--- config.mk ---
export PLATFORM = sky130hd
export DESIGN_NAME = wavegen_adsr
export DESIGN_NICKNAME = d
export VERILOG_FILES = /design/src/rtl/wavegen_adsr.sv
export SDC_FILE = /design/constraint.sdc
export NUM_CORES = 1
export LEC_CHECK = 0
export CORE_MARGIN = 2
export CORE_UTILIZATION = 41
export CTS_BUF_LIST = sky130_fd_sc_hd__clkbuf_16
export CTS_CLUSTER_DIAMETER = 100
export DETAILED_ROUTE_END_ITERATION = 8
export GPL_TIMING_DRIVEN = 1
export SYNTH_ARGS = -nofsm -noshare
export SYNTH_HDL_FRONTEND = slang
export SYNTH_SLANG_ARGS = --single-unit
--- constraint.sdc ---
create_clock -name clk -period 6.75 [get_ports clk]
set_clock_uncertainty 0.2 [all_clocks]
set_input_delay 1.6875 -clock clk [delete_from_list [all_inputs] [get_ports clk]]
set_output_delay 1.6875 -clock clk [all_outputs]
set_load 0.005 [all_outputs]
--- src/rtl/wavegen_adsr.sv ---
// Per-voice ADSR envelope generator, 8.16 accumulator stepped on each sample strobe.
// Define WAVEGEN_ADSR_EXP_EN for level-dependent (exponential-like) decay and release steps.
module wavegen_adsr (
  input  logic       clk,
  input  logic       rst_n,
  input  logic       sample_strobe,
  input  logic [3:0] attack,
  input  logic [3:0] decay,
  input  logic [3:0] sustain,
  input  logic [3:0] release_rate,
  input  logic       gate,
  output logic [7:0] envelope_out
);

  typedef enum logic [2:0] {
    IDLE    = 3'd0,
    ATTACK  = 3'd1,
    DECAY   = 3'd2,
    SUSTAIN = 3'd3,
    RELEASE = 3'd4
  } state_t;

  localparam logic [24:0] FULL_SCALE = 25'h0FF0000;

  state_t      state;
  state_t      state_nxt;
  logic [23:0] acc;
  logic [23:0] acc_nxt;
  logic [23:0] sus_lvl;
  logic [23:0] dr_step;
  logic [3:0]  dr_idx;
  logic [24:0] sum;
  logic [24:0] diff;

  function automatic logic [23:0] a_inc(input logic [3:0] idx);
    case (idx)
      4'd0:    a_inc = 24'd174080;
      4'd1:    a_inc = 24'd43520;
      4'd2:    a_inc = 24'd21760;
      4'd3:    a_inc = 24'd14507;
      4'd4:    a_inc = 24'd9162;
      4'd5:    a_inc = 24'd6217;
      4'd6:    a_inc = 24'd5120;
      4'd7:    a_inc = 24'd4352;
      4'd8:    a_inc = 24'd3482;
      4'd9:    a_inc = 24'd1393;
      4'd10:   a_inc = 24'd696;
      4'd11:   a_inc = 24'd435;
      4'd12:   a_inc = 24'd348;
      4'd13:   a_inc = 24'd116;
      4'd14:   a_inc = 24'd70;
      4'd15:   a_inc = 24'd44;
      default: a_inc = 24'd44;
    endcase
  endfunction

  function automatic logic [23:0] dr_inc(input logic [3:0] idx);
    case (idx)
      4'd0:    dr_inc = 24'd58027;
      4'd1:    dr_inc = 24'd14507;
      4'd2:    dr_inc = 24'd7253;
      4'd3:    dr_inc = 24'd4836;
      4'd4:    dr_inc = 24'd3054;
      4'd5:    dr_inc = 24'd2072;
      4'd6:    dr_inc = 24'd1707;
      4'd7:    dr_inc = 24'd1451;
      4'd8:    dr_inc = 24'd1161;
      4'd9:    dr_inc = 24'd464;
      4'd10:   dr_inc = 24'd232;
      4'd11:   dr_inc = 24'd145;
      4'd12:   dr_inc = 24'd116;
      4'd13:   dr_inc = 24'd39;
      4'd14:   dr_inc = 24'd23;
      4'd15:   dr_inc = 24'd15;
      default: dr_inc = 24'd15;
    endcase
  endfunction

`ifdef WAVEGEN_ADSR_EXP_EN
  function automatic logic [2:0] exp_shift(input logic [7:0] env);
    if (env >= 8'd94)      exp_shift = 3'd0;
    else if (env >= 8'd54) exp_shift = 3'd1;
    else if (env >= 8'd26) exp_shift = 3'd2;
    else if (env >= 8'd14) exp_shift = 3'd3;
    else if (env >= 8'd6)  exp_shift = 3'd4;
    else                   exp_shift = 3'd5;
  endfunction
`endif

  // Step size and candidate accumulator values for the current phase
  always_comb begin
    sus_lvl = {sustain, sustain, 16'h0000};
    dr_idx  = (state == RELEASE) ? release_rate : decay;
`ifdef WAVEGEN_ADSR_EXP_EN
    dr_step = dr_inc(dr_idx) >> exp_shift(acc[23:16]);
    if (dr_step == 24'd0) begin
      dr_step = 24'd1;
    end else begin
      dr_step = dr_step;
    end
`else
    dr_step = dr_inc(dr_idx);
`endif
    sum  = {1'b0, acc} + {1'b0, a_inc(attack)};
    diff = {1'b0, acc} - {1'b0, dr_step};
  end

  // Phase sequencing; a gate change takes one strobe and leaves acc untouched
  always_comb begin
    state_nxt = state;
    acc_nxt   = acc;
    if (sample_strobe) begin
      case (state)
        IDLE: begin
          if (gate) state_nxt = ATTACK;
          else      state_nxt = IDLE;
        end
        ATTACK: begin
          if (!gate) begin
            state_nxt = RELEASE;
          end else if (sum >= FULL_SCALE) begin
            acc_nxt   = FULL_SCALE[23:0];
            state_nxt = DECAY;
          end else begin
            acc_nxt = sum[23:0];
          end
        end
        DECAY: begin
          if (!gate) begin
            state_nxt = RELEASE;
          end else if (diff[24] || (diff[23:0] <= sus_lvl)) begin
            acc_nxt   = sus_lvl;
            state_nxt = SUSTAIN;
          end else begin
            acc_nxt = diff[23:0];
          end
        end
        SUSTAIN: begin
          if (!gate) state_nxt = RELEASE;
          else       acc_nxt   = sus_lvl;
        end
        RELEASE: begin
          if (gate) begin
            state_nxt = ATTACK;
          end else if (diff[24] || (diff[23:0] == 24'd0)) begin
            acc_nxt   = 24'd0;
            state_nxt = IDLE;
          end else begin
            acc_nxt = diff[23:0];
          end
        end
        default: begin
          acc_nxt   = 24'd0;
          state_nxt = IDLE;
        end
      endcase
    end else begin
      state_nxt = state;
      acc_nxt   = acc;
    end
  end

  // State, accumulator and registered envelope output
  always_ff @(posedge clk or negedge rst_n) begin
    if (!rst_n) begin
      state        <= IDLE;
      acc          <= 24'd0;
      envelope_out <= 8'd0;
    end else begin
      state        <= state_nxt;
      acc          <= acc_nxt;
      envelope_out <= acc_nxt[23:16];
    end
  end

endmodule

Word-level counts from Yosys, hierarchy flattened

Memory sizes are Yosys's and may differ from the RTL's.
Index checks and enable logic that the tools add are counted.

Equal/unequal tests: 12
Reductions and logical operators: 6
Shift-type cells: 0
Divide/modulo/power cells: 0
Multiplexer cells: 18
Multipliers: 0
Bitwise logic cells: 1
$add $sub $neg: 2
Order comparisons: 2

Operators by type and width:

| cell                                                   | count |
|---|---|
| 2-to-1 mux 24 bit                                      | 7 |
| case mux 24 bit (5 select lines)                       | 1 |
| adder 24 x 24 -> 25 bit                                | 1 |
| >= comparator 25 x 24 -> 1 bit (second input constant) | 1 |
| subtractor 24 x 24 -> 25 bit                           | 1 |
| less-or-equal comparator 24 bit                        | 1 |
| logical NOT 24 bit                                     | 1 |
| 2-to-1 mux 3 bit                                       | 7 |
| case mux 3 bit (5 select lines)                        | 1 |
| inequality test 2 bit (second input constant)          | 5 |
| equality test 3 x 2 -> 1 bit (second input constant)   | 2 |
| inequality test 3 bit (second input constant)          | 2 |
| AND reduction 6 bit                                    | 1 |
| AND reduction 5 bit                                    | 1 |
| 2-to-1 mux 4 bit                                       | 1 |
| equality test 3 x 1 -> 1 bit (second input constant)   | 1 |
| equality test 3 bit (second input constant)            | 1 |
| logical NOT 3 bit                                      | 1 |
| inequality test 3 x 2 -> 1 bit (second input constant) | 1 |
| logical OR 1 bit                                       | 2 |
| 2-to-1 mux 1 bit                                       | 1 |
| NOT 1 bit                                              | 1 |

Input port bits: 20
Bits in latches: 0
ROM bits: 528
Bits in registers: 27
Bits in writable memories: 0
Memories: 2

Memory list:

| name             | words | width | rd ports | clocked after Yosys merged registers in | write ports | RTL line | RTL |
|---|---|---|---|---|---|---|---|
| (name not given) | 16    | 17    | 1        | 0                                       | 0           | 36       | `case (idx)` |
| (name not given) | 16    | 16    | 1        | 0                                       | 0           | 58       | `case (idx)` |

Longest topological paths before layout

An unclocked memory read counts as a cell.

Depth in word-level cells: 9
Mapped depth: 29
Gate-level depth less buffers: 26

Least setup slack after synthesis

No wires, ideal clock.

Path kind: input-to-reg
Start point: input port release_rate[0]
End point: register acc[11]
Slack: 0.057 ns
Stages: 22
Library setup time: 0.066 ns
Buffers on the path: 2
Data arrival time: 6.426 ns
Cells stage by stage: mux2i_1 inv_1 ha_1 nor2_1 o31a_1 ha_1 inv_1 fa_1 a211oi_2 o211ai_1 and3_1 or4b_1 nand3_1 ha_1 nand4_1 o21a_1 or4b_2 or2_1 buf_6 buf_12 a21oi_2 a221o_1

Cells in the longest elaborated chain, start to end: 8
Elaborated cells on any way between the ends: 12
Those cells by class: add/sub (1); order compare (1); mux (6); reduce/logical (3); memory (1)

RTL lines:

| item                                                                         | RTL line | RTL |
|---|---|---|
| start: declaration                                                           | 10       | `input logic [3:0] release_rate,` |
| 2-to-1 mux 4 bit (*)                                                         | 93       | `dr_idx = (state == RELEASE) ? release_rate : decay;` |
| memory read (16 x 16 bit) (*)                                                | --       |  |
| subtractor 24 x 24 -> 25 bit (*)                                             | 105      | `diff = {1'b0, acc} - {1'b0, dr_step};` |
| less-or-equal comparator 24 bit / logical NOT 24 bit (equally long branches) | 131, 145 |  |
| logical OR 1 bit, on equally long branches                                   | 131, 145 |  |
| 2-to-1 mux 24 bit, on equally long branches                                  | 131, 145 |  |
| 2-to-1 mux 24 bit, on equally long branches                                  | 129, 143 |  |
| case mux 24 bit (5 select lines) (*)                                         | 113      | `case (state)` |
| end signal: assignment                                                       | 171      | `acc <= acc_nxt;` |
| end: declaration                                                             | 27       | `logic [23:0] acc;` |

Every way passes the cells marked *; elsewhere a longest branch is shown, timed or not. The select of a mux whose other input is x is not followed.
A chain may end at the register's enable or synchronous reset.

Final worst setup path

Start point: input port decay[3]
End point: register state[2]

Cells in the longest elaborated chain, start to end: 7
Elaborated cells on any way between the ends: 10
Those cells by class: add/sub (1); order compare (1); eq/ne (2); mux (1); reduce/logical (4); memory (1)

RTL lines:

| item                                                                                     | RTL line | RTL |
|---|---|---|
| start: declaration                                                                       | 8        | `input logic [3:0] decay,` |
| 2-to-1 mux 4 bit (*)                                                                     | 93       |  |
| memory read (16 x 16 bit) (*)                                                            | --       |  |
| subtractor 24 x 24 -> 25 bit (*)                                                         | 105      |  |
| less-or-equal comparator 24 bit / logical NOT 24 bit (equally long branches)             | 131, 145 |  |
| logical OR 1 bit, on equally long branches                                               | 131, 145 |  |
| inequality test 3 bit (no line) / inequality test 3 x 2 -> 1 bit (equally long branches) | --       |  |
| AND reduction 5 bit (no line) (*)                                                        | --       |  |
| end signal: assignment                                                                   | 170      | `state <= state_nxt;` |
| end: declaration                                                                         | 25       | `state_t state;` |

Every way passes the cells marked *; elsewhere a longest branch is shown, timed or not.

==> impl_metrics.ini <==
[status]
outcome = completed

[cts]
cts_tree = done
cts.clk_slew.worst_paths_ps = 80
clock_sink_count = 27
h-tree-depth = 1
cts-root-buf = clkbuf_16
numCtsBuffers = 3
clk_latency_ps = 270
holdBufCountCts = 0
cts.path.max_buffers = 2

[route]
num_vias = 5693
final_antenna_net_count = 0
viasPerCell = 6.23
routed_wl_um = 17400
wl_per_cell_um = 19.0
route.detailed.drc = 0
first_pass_iters = 5
first_iter_violations = 452

[synth]
syn-cell-area_um2 = 4960
yosysSeqAreaShare = 0.136
synth_top_family_by_area = compound AO/OA/AOI/OAI gates
synth_xor_area_frac = 0.0495
ys_ff_latch = 27
synth_nets = 733
synth_area_per_cell_um2 = 7.57
yosysWarnings = 0
async_flop_share = 1.00
synth_edf_count = 0
synth_fa_ha_area_frac = 0.149
ys_types = 77
synth_ff_type = dfrtp_1
synth.area.mux_share = 0.0298
synthSimpleGateAreaFrac = 0.228
syn_inst = 655
synth-compound-area-share = 0.334

[pwr]
pwr_density_cell_nw_per_um2 = 569
vdd_drop_max_mv = 0.269
power_mw = 3.76
p_leak_nw = 2.99

[timing]
slew_viol_final = 0
hold_viol_final = 0
slew_headroom = 0.406
worst_pin_slew_ps = 884
finalHoldWorstSlack_ps = 365
finalCriticalPeriod_ps = 6670
period_share = 0.988
max_freq_mhz = 150
layout_setup_ws_ps = 83.9
setup_violations = 0

[final_layout]
utilization = 0.555
syn_to_final_growth_pct = 33.4
regArea_um2 = 676
diodes = 0
drive_above_1_share = 0.276
multi_input_area_um2 = 4350
fillers = 1100
nNetsFinal = 846

[worst_hold_path]
hold_depth = 1
holdCritPathClass = register to register

[global_route]
overflow = 0
antenna_found_initial = 0
grt_start_max_net_pins = 28
grt_pass1_wl_um = 26800
grt_pass1_vias = 5535
grtUsageTotal = 0.253

[setup_path]
cp.arrival_ps = 6630
cp-start-kind = input pin
endpoint_kind = register
worstRegToRegCells = 22
required_ps = 6710
rrSetupSlack_ps = 600
crit_type = input pin to register
path_max_fanout = 11

[floorplan]
core.rowCount = 40
io_pins = 28
coreArea_um2 = 11900
die-area_um2 = 13000
start_util = 0.416
fp.dieW_um = 114
die_h_um = 114

[placement]
place_ws_ps = -550
io_buffers = 27
dp_hpwl_um = 13400
place.gp.congestion = 0.981

[flow_run]
maxCapViolations = 0
==> cell type report <==
type                       count  area share
clock inverter                 1    0.000568
sequential                    27       0.102
timing repair buffer         147       0.181
clock buffer                   3      0.0114
inverter                      33      0.0191
tap                          147      0.0278
multi-input combinational    556       0.658
==> where the power goes <==
part / total (mW) / internal [mW] / switching (mW) / leakage, nW
clock: 0.142 / 0.0797 / 0.0618 / 0.0423
sequential: 0.354 / 0.219 / 0.135 / 0.369
combinational: 3.27 / 1.62 / 1.65 / 2.58
total: 3.76 / 1.92 / 1.85 / 2.99
==> cell families after synthesis <==
family          Yosys count
buf+inv                  74
fa+ha+maj                58
simple gates            221
mux                      14
xor+xnor                 28
compound gates          233
flops                    27
==> path summary, 6_finish.rpt <==
path,startpoint,to
max in group asynchronous,rst_n,acc[2]
worst max-delay path,decay[3],state[2]
worst max register to register,state[0],state[2]
worst min register to register,acc[0],acc[0]
min in group asynchronous,rst_n,state[1]
worst min-delay path,acc[0],acc[0]
==> critical path, stage by stage <==
cell             delay [ps]
clkdlybuf4s50_1         460
mux2_4                  360
nor2_2                  200
a21oi_2                  50
o21a_1                  220
ha_4                    220
buf_4                   150
and4_4                  200
nand2_2                  80
a21oi_4                  50
a221o_1                 350
a211oi_4                300
inv_2                    90
ha_4                    270
nor2b_1                 140
o21ai_1                  70
nand2b_1                 80
a21oi_1                  70
o21a_1                  200
or4b_4                  580
buf_6                   150
o31ai_4                 230
a31oi_2                  80
mux2_4                  310
==> layer usage <==
metal	wire [um]	GRT usage
met1	7110	0.305
met2	8740	0.460
met3	753	0.0218
met4	760	0.109
met5	0	0
==> sequential cells by signal, summed over array words and instances (netlist names) <==
name	count
acc	24
state	3
==> cells in the mapped netlist (6+ instances only) <==
library cell   n  area share
ha_1          56        0.14
a21o_1        15       0.023
a31oi_1        6      0.0076
a21oi_1       43       0.043
and3_1        10       0.013
or3_1          9       0.011
and2_1        11       0.014
o211ai_1      16       0.024
xnor2_1       20       0.035
nor4_1         7      0.0088
nor2b_1        6      0.0076
mux2i_1        8       0.016
o21ai_0       44       0.044
dfrtp_1       27        0.14
xor2_1         8       0.014
a21oi_2       11       0.019
nand3_1       22       0.022
clkbuf_1      22       0.017
nor3_1        13       0.013
buf_4          8       0.012
nor2_1        44       0.033
nand2b_1       6      0.0076
a211oi_1      13       0.020
a22oi_1        7       0.011
nand2_1       65       0.049
o221ai_1       7       0.012
nand4_1        8       0.010
a221o_1       18       0.036
inv_1         33       0.025
o21a_1         8       0.012
==> placed cells by master (no fill, tap or decap), types with 9 or more instances in the layout <==
cell type	Yosys	layout
a21o_1	15	15
a21oi_1	43	39
a21oi_2	11	14
a221o_1	18	17
and2_1	11	11
and3_1	10	9
buf_4	8	118
clkdlybuf4s50_1	0	21
dfrtp_1	27	27
ha_1	56	40
ha_4	0	11
inv_1	33	29
nand2_1	65	62
nand3_1	22	18
nor2_1	44	41
nor3_1	13	13
o211ai_1	16	16
o21ai_0	44	39
or3_1	9	9
xnor2_1	20	18
==> per-stage QoR <==
stage                     instances  instance area [um^2]  setup TNS (ps)
final                           914                  6610               0
after floorplan                 655                  4960               0
after detailed placement        896                  5980          -12190
after global placement          896                  5980           -9360
after global routing            914                  6610            -137
after CTS                       903                  6150               0
==> what timing repair did <==
item,4_1_cts,5_1_grt
setup endpoints to repair,27,27
resized for setup,18,74
pin swaps,13,37
cloned,0,2
setup buffers,3,10
(Power assumes the default switching activity.)
